**config.mk**
```make
export PLATFORM = sky130hd
export DESIGN_NAME = coin_debounce_flat
export DESIGN_NICKNAME = d
export VERILOG_FILES = /design/src/rtl/coin_debounce_if.sv /design/src/rtl/coin_debounce.sv /design/src/flat_wrapper.sv
export SDC_FILE = /design/constraint.sdc
export NUM_CORES = 1
export LEC_CHECK = 0
export BUFFER_PORTS_ARGS = -buffer_cell sky130_fd_sc_hd__buf_2
export CORE_UTILIZATION = 60
export CTS_CLUSTER_SIZE = 12
export DETAILED_ROUTE_END_ITERATION = 6
export PLACE_DENSITY = 0.82
export SYNTH_ARGS = -nofsm -noshare
export SYNTH_HDL_FRONTEND = slang
export SYNTH_SLANG_ARGS = --single-unit
```
**constraint.sdc**
```tcl
create_clock -name clk -period 2.6 [get_ports clk]
set_input_delay 0.65 -clock clk [delete_from_list [all_inputs] [get_ports clk]]
set_output_delay 0.65 -clock clk [all_outputs]
set_load 0.02 [all_outputs]
```
**src/rtl/coin_debounce_if.sv**
```systemverilog
// coin_debounce_if: coin-slot conditioning bus.
//   master (controller side): drives coin_raw, accept_en; observes the outputs.
//   slave  (coin_debounce)  : consumes coin_raw, accept_en; drives
//                             coin_pulse, coin_reject, jam, coin_total, state.
interface coin_debounce_if #(
   parameter int CNT_W = 8
);
   logic             coin_raw;
   logic             accept_en;
   logic             coin_pulse;
   logic             coin_reject;
   logic             jam;
   logic [CNT_W-1:0] coin_total;
   logic [2:0]       state;

   modport master (
      output coin_raw, accept_en,
      input  coin_pulse, coin_reject, jam, coin_total, state
   );

   modport slave (
      input  coin_raw, accept_en,
      output coin_pulse, coin_reject, jam, coin_total, state
   );
endinterface

```
**src/rtl/coin_debounce.sv**
```systemverilog
// coin_debounce: synchronises and debounces the raw coin-slot contact.
//   clk, rst (async, active-low)
//   bus.coin_raw    : raw bouncy contact (async)
//   bus.accept_en   : 1 = accept coins, 0 = locked out (sampled at acceptance)
//   bus.coin_pulse  : one-cycle pulse per accepted coin
//   bus.coin_reject : one-cycle pulse per coin seen while locked out
//   bus.jam         : level, contact held high too long
//   bus.coin_total  : wrap-around count of accepted coins
//   bus.state       : FSM state for debug
module coin_debounce #(
   parameter int SYNC_STAGES     = 2,
   parameter int DEBOUNCE_CYCLES = 1000000,
   parameter int JAM_CYCLES      = 50000000,
   parameter int CNT_W           = 8
) (
   input  logic           clk,
   input  logic           rst,
   coin_debounce_if.slave bus
);
   localparam int CW = $clog2(JAM_CYCLES) + 1;
   localparam logic [CW-1:0] DEB_LAST = CW'(DEBOUNCE_CYCLES - 1);
   localparam logic [CW-1:0] JAM_LAST = CW'(JAM_CYCLES - 1);

   typedef enum logic [2:0] {
      IDLE         = 3'd0,
      PRESS_WAIT   = 3'd1,
      HELD         = 3'd2,
      RELEASE_WAIT = 3'd3,
      JAM          = 3'd4
   } state_t;

   logic [SYNC_STAGES-1:0] sync_q, sync_d;
   state_t                 state_q, state_d;
   logic [CW-1:0]          cnt_q, cnt_d;
   logic                   pulse_q, pulse_d;
   logic                   reject_q, reject_d;
   logic                   jam_q, jam_d;
   logic [CNT_W-1:0]       total_q, total_d;
   logic                   coin_s;

   assign coin_s = sync_q[SYNC_STAGES-1];

   always_comb begin
      sync_d   = {sync_q[SYNC_STAGES-2:0], bus.coin_raw};
      state_d  = state_q;
      cnt_d    = cnt_q;
      pulse_d  = 1'b0;
      reject_d = 1'b0;
      jam_d    = jam_q;
      total_d  = total_q;
      case (state_q)
         IDLE: begin
            if (coin_s) begin
               state_d = PRESS_WAIT;
               cnt_d   = CW'(1);   // this sample is the first stable one
            end
         end
         PRESS_WAIT: begin
            if (!coin_s) begin
               state_d = IDLE;
               cnt_d   = '0;
            end else if (cnt_q == DEB_LAST) begin
               state_d = HELD;
               cnt_d   = '0;
               // accept_en matters only on this edge
               if (bus.accept_en) begin
                  pulse_d = 1'b1;
                  total_d = total_q + 1'b1;
               end else begin
                  reject_d = 1'b1;
               end
            end else begin
               cnt_d = cnt_q + CW'(1);
            end
         end
         HELD: begin
            if (!coin_s) begin
               state_d = RELEASE_WAIT;
               cnt_d   = CW'(1);
            end else if (cnt_q == JAM_LAST) begin
               state_d = JAM;
               jam_d   = 1'b1;
            end else begin
               cnt_d = cnt_q + CW'(1);
            end
         end
         JAM: begin
            if (!coin_s) begin
               state_d = RELEASE_WAIT;
               cnt_d   = CW'(1);
            end
         end
         RELEASE_WAIT: begin
            if (coin_s) begin
               // release bounce: fall back to the held-side state, no new coin
               state_d = jam_q ? JAM : HELD;
               cnt_d   = '0;
            end else if (cnt_q == DEB_LAST) begin
               state_d = IDLE;
               cnt_d   = '0;
               jam_d   = 1'b0;
            end else begin
               cnt_d = cnt_q + CW'(1);
            end
         end
         default: begin
            state_d = IDLE;
            cnt_d   = '0;
         end
      endcase
   end

   always_ff @(posedge clk or negedge rst) begin
      if (!rst) begin
         sync_q   <= '0;
         state_q  <= IDLE;
         cnt_q    <= '0;
         pulse_q  <= 1'b0;
         reject_q <= 1'b0;
         jam_q    <= 1'b0;
         total_q  <= '0;
      end else begin
         sync_q   <= sync_d;
         state_q  <= state_d;
         cnt_q    <= cnt_d;
         pulse_q  <= pulse_d;
         reject_q <= reject_d;
         jam_q    <= jam_d;
         total_q  <= total_d;
      end
   end

   assign bus.coin_pulse  = pulse_q;
   assign bus.coin_reject = reject_q;
   assign bus.jam         = jam_q;
   assign bus.coin_total  = total_q;
   assign bus.state       = state_q;
endmodule

```
**src/flat_wrapper.sv**
```systemverilog
// flat-port wrapper written by rule: the top's interface ports become plain ports
module coin_debounce_flat 
#(
   parameter int SYNC_STAGES     = 2,
   parameter int DEBOUNCE_CYCLES = 1000000,
   parameter int JAM_CYCLES      = 50000000,
   parameter int CNT_W           = 8
)
  (clk, rst, bus_coin_raw, bus_accept_en, bus_coin_pulse, bus_coin_reject, bus_jam, bus_coin_total, bus_state);
  coin_debounce_if #(.CNT_W(CNT_W)) bus_i ();
  input  logic clk;
  input  logic rst;
  input wire logic [$bits(bus_i.coin_raw)-1:0] bus_coin_raw;
  input wire logic [$bits(bus_i.accept_en)-1:0] bus_accept_en;
  output wire logic [$bits(bus_i.coin_pulse)-1:0] bus_coin_pulse;
  output wire logic [$bits(bus_i.coin_reject)-1:0] bus_coin_reject;
  output wire logic [$bits(bus_i.jam)-1:0] bus_jam;
  output wire logic [$bits(bus_i.coin_total)-1:0] bus_coin_total;
  output wire logic [$bits(bus_i.state)-1:0] bus_state;
  assign bus_i.coin_raw = bus_coin_raw;
  assign bus_i.accept_en = bus_accept_en;
  assign bus_coin_pulse = bus_i.coin_pulse;
  assign bus_coin_reject = bus_i.coin_reject;
  assign bus_jam = bus_i.jam;
  assign bus_coin_total = bus_i.coin_total;
  assign bus_state = bus_i.state;
  coin_debounce #(.SYNC_STAGES(SYNC_STAGES), .DEBOUNCE_CYCLES(DEBOUNCE_CYCLES), .JAM_CYCLES(JAM_CYCLES), .CNT_W(CNT_W)) u_core (.clk(clk), .rst(rst), .bus(bus_i));
endmodule
```
After elaboration in Yosys (flattened, before gate mapping)
Cells that the tools add are included.
{ "classes": {"addsub": 2, "n_eq_ne": 16, "mux": 31, "n_reduce_logical": 6} }
{ "op_table": {"columns": ["cell", "count"], "rows": [
  ["$mux W27", 7],
  ["$pmux W27 S5", 1],
  ["$add A27 B1 Y27 const B", 1],
  ["$eq A27 B20 Y1 const B", 1],
  ["$eq A27 B26 Y1 const B", 1],
  ["$mux W3", 9],
  ["$pmux W3 S5", 1],
  ["$mux W1", 12],
  ["$reduce_and A5 Y1", 2],
  ["$ne A3 B3 Y1 const B", 3],
  ["$add A8 B1 Y8 const B", 1],
  ["$ne A2 B1 Y1 const B", 4],
  ["$eq A3 B2 Y1 const B", 2],
  ["$ne A2 B2 Y1 const B", 2],
  ["$reduce_and A4 Y1", 1],
  ["$eq A3 B1 Y1 const B", 1],
  ["$eq A3 B3 Y1 const B", 1],
  ["$logic_not A3 Y1", 1],
  ["$ne A3 B1 Y1 const B", 1],
  ["$reduce_and A3 Y1", 1],
  ["$pmux W1 S2", 1],
  ["$reduce_bool A2 Y1", 1]
]} }
{ "totals": {"reg_bits": 43, "input_bits": 4, "out_inout_bits": 14, "elab_cells": 62} }

Longest topological paths before layout
{ "depth": {"depth_word": 4, "ltp_mapped": 9, "depth_no_buf": 7} }

Least setup slack after synthesis
OpenSTA, ideal clock, no wires.
{ "synth_path": {"path_kind": "register to register", "start": "register u_core.state_q[1], in the netlist u_core.bus.state[1]", "end": "register u_core.state_q[1], in the netlist u_core.bus.state[1]", "setup_ns": 0.124, "t_arrival_ns": 1.833, "required_ns": 2.476, "slack_ns": 0.644, "stages_incl_launch_ff": 9, "path_buffers": 2, "period_less_slack_ns": 1.956, "cell_sequence": "dfrtp_1 buf_2 and3b_1 nand2b_1 nor4_1 or2_1 buf_4 a21oi_2 a211o_1"} }
{ "synth_via": {"elab_chain_len": 3, "elab_cells_between_ends": 12, "classes_between": "9 x eq/ne; 1 x mux; 2 x reduce/logical"} }
{ "synth_lines": {"columns": ["item", "line_no", "source"], "rows": [
  ["start, declared", "coin_debounce.sv:33", "state_t state_q, state_d;"],
  ["start signal, assigned", "coin_debounce.sv:124", "state_q <= state_d;"],
  ["$eq A3 B2 Y1, or another cell as far along", "coin_debounce.sv:51", "case (state_q)"],
  ["$ne A3 B1 Y1 (no line), or another cell as far along", null, null],
  ["$reduce_and A5 Y1 (no line)", null, null]
]} }
Several ways; a longest one is shown, not always the timed one.
A chain may end at the register's enable or synchronous reset.

Worst setup path after layout
{ "layout_path": {"start": "register u_core.cnt_q[6]", "end": "register u_core.cnt_q[16]"} }
{ "layout_via": {"elab_chain_len": 4, "elab_cells_between_ends": 11, "classes_between": "1 x add/sub; 3 x eq/ne; 6 x mux; 1 x reduce/logical"} }
{ "layout_lines": {"columns": ["item", "line_no", "source"], "rows": [
  ["start, declared", "coin_debounce.sv:34", "logic [CW-1:0] cnt_q, cnt_d;"],
  ["start signal, assigned", "coin_debounce.sv:125", "cnt_q <= cnt_d;"],
  ["$add A27 B1 Y27 / $eq A27 B20 Y1 (equally long branches)", null, null],
  ["$mux W27, on equally long branches", "coin_debounce.sv:62, coin_debounce.sv:98, coin_debounce.sv:80", null],
  ["$mux W27, on equally long branches", "coin_debounce.sv:94, coin_debounce.sv:77, coin_debounce.sv:59", null],
  ["$pmux W27 S5", "coin_debounce.sv:51", null]
]} }
Several ways; a longest one is shown, not always the timed one. The select of a mux whose other input is x is not followed.

==> impl.org <==
** Yosys
- For this run, asynchronously set or reset flops after synthesis account for 100%.
- Sorting the synthesized cells by how often they occur yields sky130_fd_sc_hd__dfrtp_1, sky130_fd_sc_hd__nand2_1, sky130_fd_sc_hd__nor2_1, sky130_fd_sc_hd__xnor2_1, sky130_fd_sc_hd__nand4_1.
- The synthesized design spends more area on one cell type than any other, namely sky130_fd_sc_hd__dfrtp_1.
- Top post-synthesis cells by area :: sky130_fd_sc_hd__dfrtp_1, sky130_fd_sc_hd__xnor2_1, sky130_fd_sc_hd__nand2_1
- Post-Synthesis Cells :: 260
- The number of nets in the synthesized netlist is 266.
- Most frequently used flop master after synthesis :: sky130_fd_sc_hd__dfrtp_1
- Syn Std Cell Area :: 2440 sq um
- Post-synth cell types :: 53
- Synthesis-stage register bit count :: 43
- Averaged over all synthesized cells, the footprint is 9.39 sq um.
- After synthesis, the largest area contributor takes up ~44% of total cell area.
- Yosys mapped a number of flops with a built-in enable equal to 0.
- Yosys printed 0 warnings.
- By instance count, the leading cell after synthesis is sky130_fd_sc_hd__dfrtp_1.
- Part of the Yosys area used for sequential elements :: 44.1%

** Layout
- For this run, the number of standard cells in the final layout without fillers is 325.
- Final Net Count :: 282
- The area growth from synthesis to layout is 7.84%.
- With fillers left out, the area of the finished cells amounts to around 2600 sq um.
- The repair_antennas step left the layout with diodes totalling 0.
- Filler cell count in the final layout :: roughly 300
- Of the cells placed in the final design, the portion with a size suffix greater than 1 is 17.7%.
- FF/Latch Area :: 1080 sq um
- Summing all multi-input logic gate instances after layout gives between 1000 and 1500 sq um.

** Floorplan
- For this configuration, the core starts out at a cell density of 64.8%.
- Vertical extent of the die :: 65.8 um
- Placement row count :: 22
- The die is around 66 um wide.
- Ports :: 18
- After floorplanning, the core was sized to cover 3770 sq um.
- The die covers roughly 4300 sq um.

** Clocking
- Post-CTS setup buffer count :: 0
- No sink is reached through more buffers than the 2 on the longest clock path.
- H-tree levels :: 2
- CTS Buf Count :: 5
- TritonCTS built the clock tree.
- Clock-pin slew was measured on the worst setup and hold paths at 0.08 ns.
- The cell sitting at the root of the clock tree is a sky130_fd_sc_hd__clkbuf_8.
- Number of sinks on the clock net :: 43
- For the worst-skew pair, the clock arrives at the later sink with an insertion delay of 0.30 ns.
- Post-cts sizing count :: 0
- Hold-fix buffers at CTS :: 0

** Setup path
- In this design, the stage delay of the slowest critical-path cell is 0.49 ns.
- Grouping stages by cell kind, the critical path spends the most delay in simple AND/OR/NAND/NOR gates.
- Across all register-to-register paths, the minimum setup slack is 0.27 ns.
- Data on the critical path arrives at its endpoint at 2.51 ns.
- STA classifies the critical path endpoint as a flop.
- The worst setup path is launched from a flop.
- The signal on the critical path passes through nor4_1 -> nand4_1 -> o21ai_1 -> nand2_1 -> a21o_1 -> a22o_1.
- Worst Setup Path Type :: reg2reg
- Slowest library cell on the worst path :: sky130_fd_sc_hd__dfrtp_1
- Req. time, crit path :: 2.78 ns
- The most critical setup path has its startpoint at u_core.cnt_q[6].
- Maximum fanout count along the critical path :: 15
- Number of buffer and inverter stages on the critical path :: 0
- Startpoint of the worst register-to-register path :: u_core.cnt_q[6]

** Global routing
- The via count of the first global-routing pass came to 1,858.
- For this run, the total global-route usage over all layers was measured as 27.1%.
- After global routing the overflow that remains totals 0.
- Initial antenna violation count :: 0
- First-pass GRT wire length :: 8780 um
- Entering global routing, the biggest net connects 44 pins.

** STA
- Setup repair after global routing left no endpoint under its margin.
- The final critical path takes up about nine tenths of the cycle.
- For the final database, setup skew stands at between 0.01 and 0.015 ns.
- Slew at the pin closest to its max-slew limit :: 0.553 ns
- Setup-violating endpoint count in the final report :: 0
- Final number of hold-violating endpoints :: 0
- The number of pins with negative max-slew slack in the final report was 0.
- In the final timing run, aggregate negative setup slack is 0 ns.
- In this run the tightest slew margin relative to its limit is roughly 63%.
- Based on the critical path, the design can be clocked at up to 430 MHz.
- The worst path needs 2.33 ns of the cycle, external delays included.

** Route
- In this run, the number of DRC markers left after iteration 0 of detailed routing was 204.
- For this run, the detailed router's first-pass iteration total came to 5.
- Dividing the detail-routed wire length by the instance count gives between 15 and 20 um.
- Number of antenna-violating nets in the routed design :: 0
- The routed design has 5050 um of wire.
- In the routed layout, each cell is associated on average with a via count of roughly 6.2.
- Across all layers, the routed design uses approximately 2,000 vias.
- DR DRC count :: 0

** Power and ir drop
- Power spread over the standard cell area amounts to between 400 and 500 nW/um^2.
- IR analysis of the VDD net gives a maximum drop of 355 uV.
- Power comes to 1.19 mW.
- Summed over all cells, the static leakage comes to 1.13 nW.

** Place
- Buffers on Ports :: 17
- Instance count after placement with tap cells included :: 317
- DP HPWL :: 3630 um
- Last weighted congestion value of the routability-driven placer :: 0.875
- In this run the cell area measured after placement is 2550 sq um.

** Outcome
- Result of the run :: finished, final reports clean

** Job
- Across the run, the number of max-cap violations was 0.

** Worst hold path
- HP Class :: reg2reg
- The worst hold path begins at u_core.sync_q[0].
[through the flow]
stage	setup slack [ns]	hold WS (ns)	utilization, %
2_1_floorplan	0.644	0.331	-
3_3_place_gp	0.369	0.332	67.6
3_5_place_dp	0.347	0.343	67.6
4_1_cts	0.322	0.363	69.8
5_1_grt	0.108	0.371	69.8
6_report	0.272	0.360	69.8
[cell families after synthesis]
group                      after synthesis  synth area share (%)
AOI/OAI and AO/OA                       40                  11.0
buffers and inverters                   18                  4.20
DFF                                     43                  44.1
adders and majority gates                2                  1.02
muxes                                    1                 0.461
and+or+nand+nor                        135                  31.8
xor gates and xnor gates                21                  7.53
[power breakdown]
part           internal (mW)  switching (mW)  total (mW)
clock network          0.188           0.228       0.415
logic                 0.0256          0.0554      0.0810
registers              0.681          0.0170       0.698
total                  0.894           0.300        1.19
[flip-flops by register name (all words and copies together), names as in the netlist]
register / flops
u_core.bus.coin_reject: 1
u_core.sync_q: 2
u_core.bus.coin_pulse: 1
u_core.cnt_q: 27
u_core.bus.jam: 1
u_core.bus.coin_total: 8
u_core.bus.state: 3
[path summary, 6_finish.rpt]
path / end / cells after the start
min: u_core.sync_q[1] / 0
max in group asynchronous: u_core.cnt_q[20] / 2
min reg2reg: u_core.sync_q[1] / 0
max reg2reg: u_core.cnt_q[16] / 6
max: u_core.cnt_q[16] / 6
min in group asynchronous: u_core.bus.coin_total[6] / 2
[cell type report]
cell class                      count  area share, %
Clock buffer                        6           2.76
Clock inverter                      2          0.475
Inverter                            3          0.428
Multi-Input combinational cell    199           48.0
Sequential cell                    43           40.9
Tap cell                           48           2.28
Timing Repair Buffer               24           5.23
[cell usage in the layout (no fill, tap or decap), types with 6 or more instances in the layout]
cell type and instances:
sky130_fd_sc_hd__buf_2 17, sky130_fd_sc_hd__buf_4 7, sky130_fd_sc_hd__a31oi_1 11, sky130_fd_sc_hd__nor3_1 11
sky130_fd_sc_hd__a21oi_1 6, sky130_fd_sc_hd__o21ai_0 8, sky130_fd_sc_hd__nand4_1 15, sky130_fd_sc_hd__dfrtp_1 43
sky130_fd_sc_hd__nand2_1 26, sky130_fd_sc_hd__xnor2_1 16, sky130_fd_sc_hd__nand3_1 9, sky130_fd_sc_hd__nor2_1 26
sky130_fd_sc_hd__nor4_1 7
[per-layer routing]
metal	track usage [%]	up-vias	routed length, um
met5	0	-	0
met4	11.7	0	111
met3	4.66	11	230
met2	40.8	65	2360
met1	38.1	970	2350
li1	-	985	-
[worst register-to-register path: stages, from the launching register on]
cell                      delay (ns)
sky130_fd_sc_hd__dfrtp_1        0.49
sky130_fd_sc_hd__nor4_1         0.39
sky130_fd_sc_hd__nand4_1        0.22
sky130_fd_sc_hd__o21ai_1        0.28
sky130_fd_sc_hd__nand2_1        0.33
sky130_fd_sc_hd__a21o_1         0.26
sky130_fd_sc_hd__a22o_1         0.24
No activity file was read; power rests on OpenSTA's default activity.
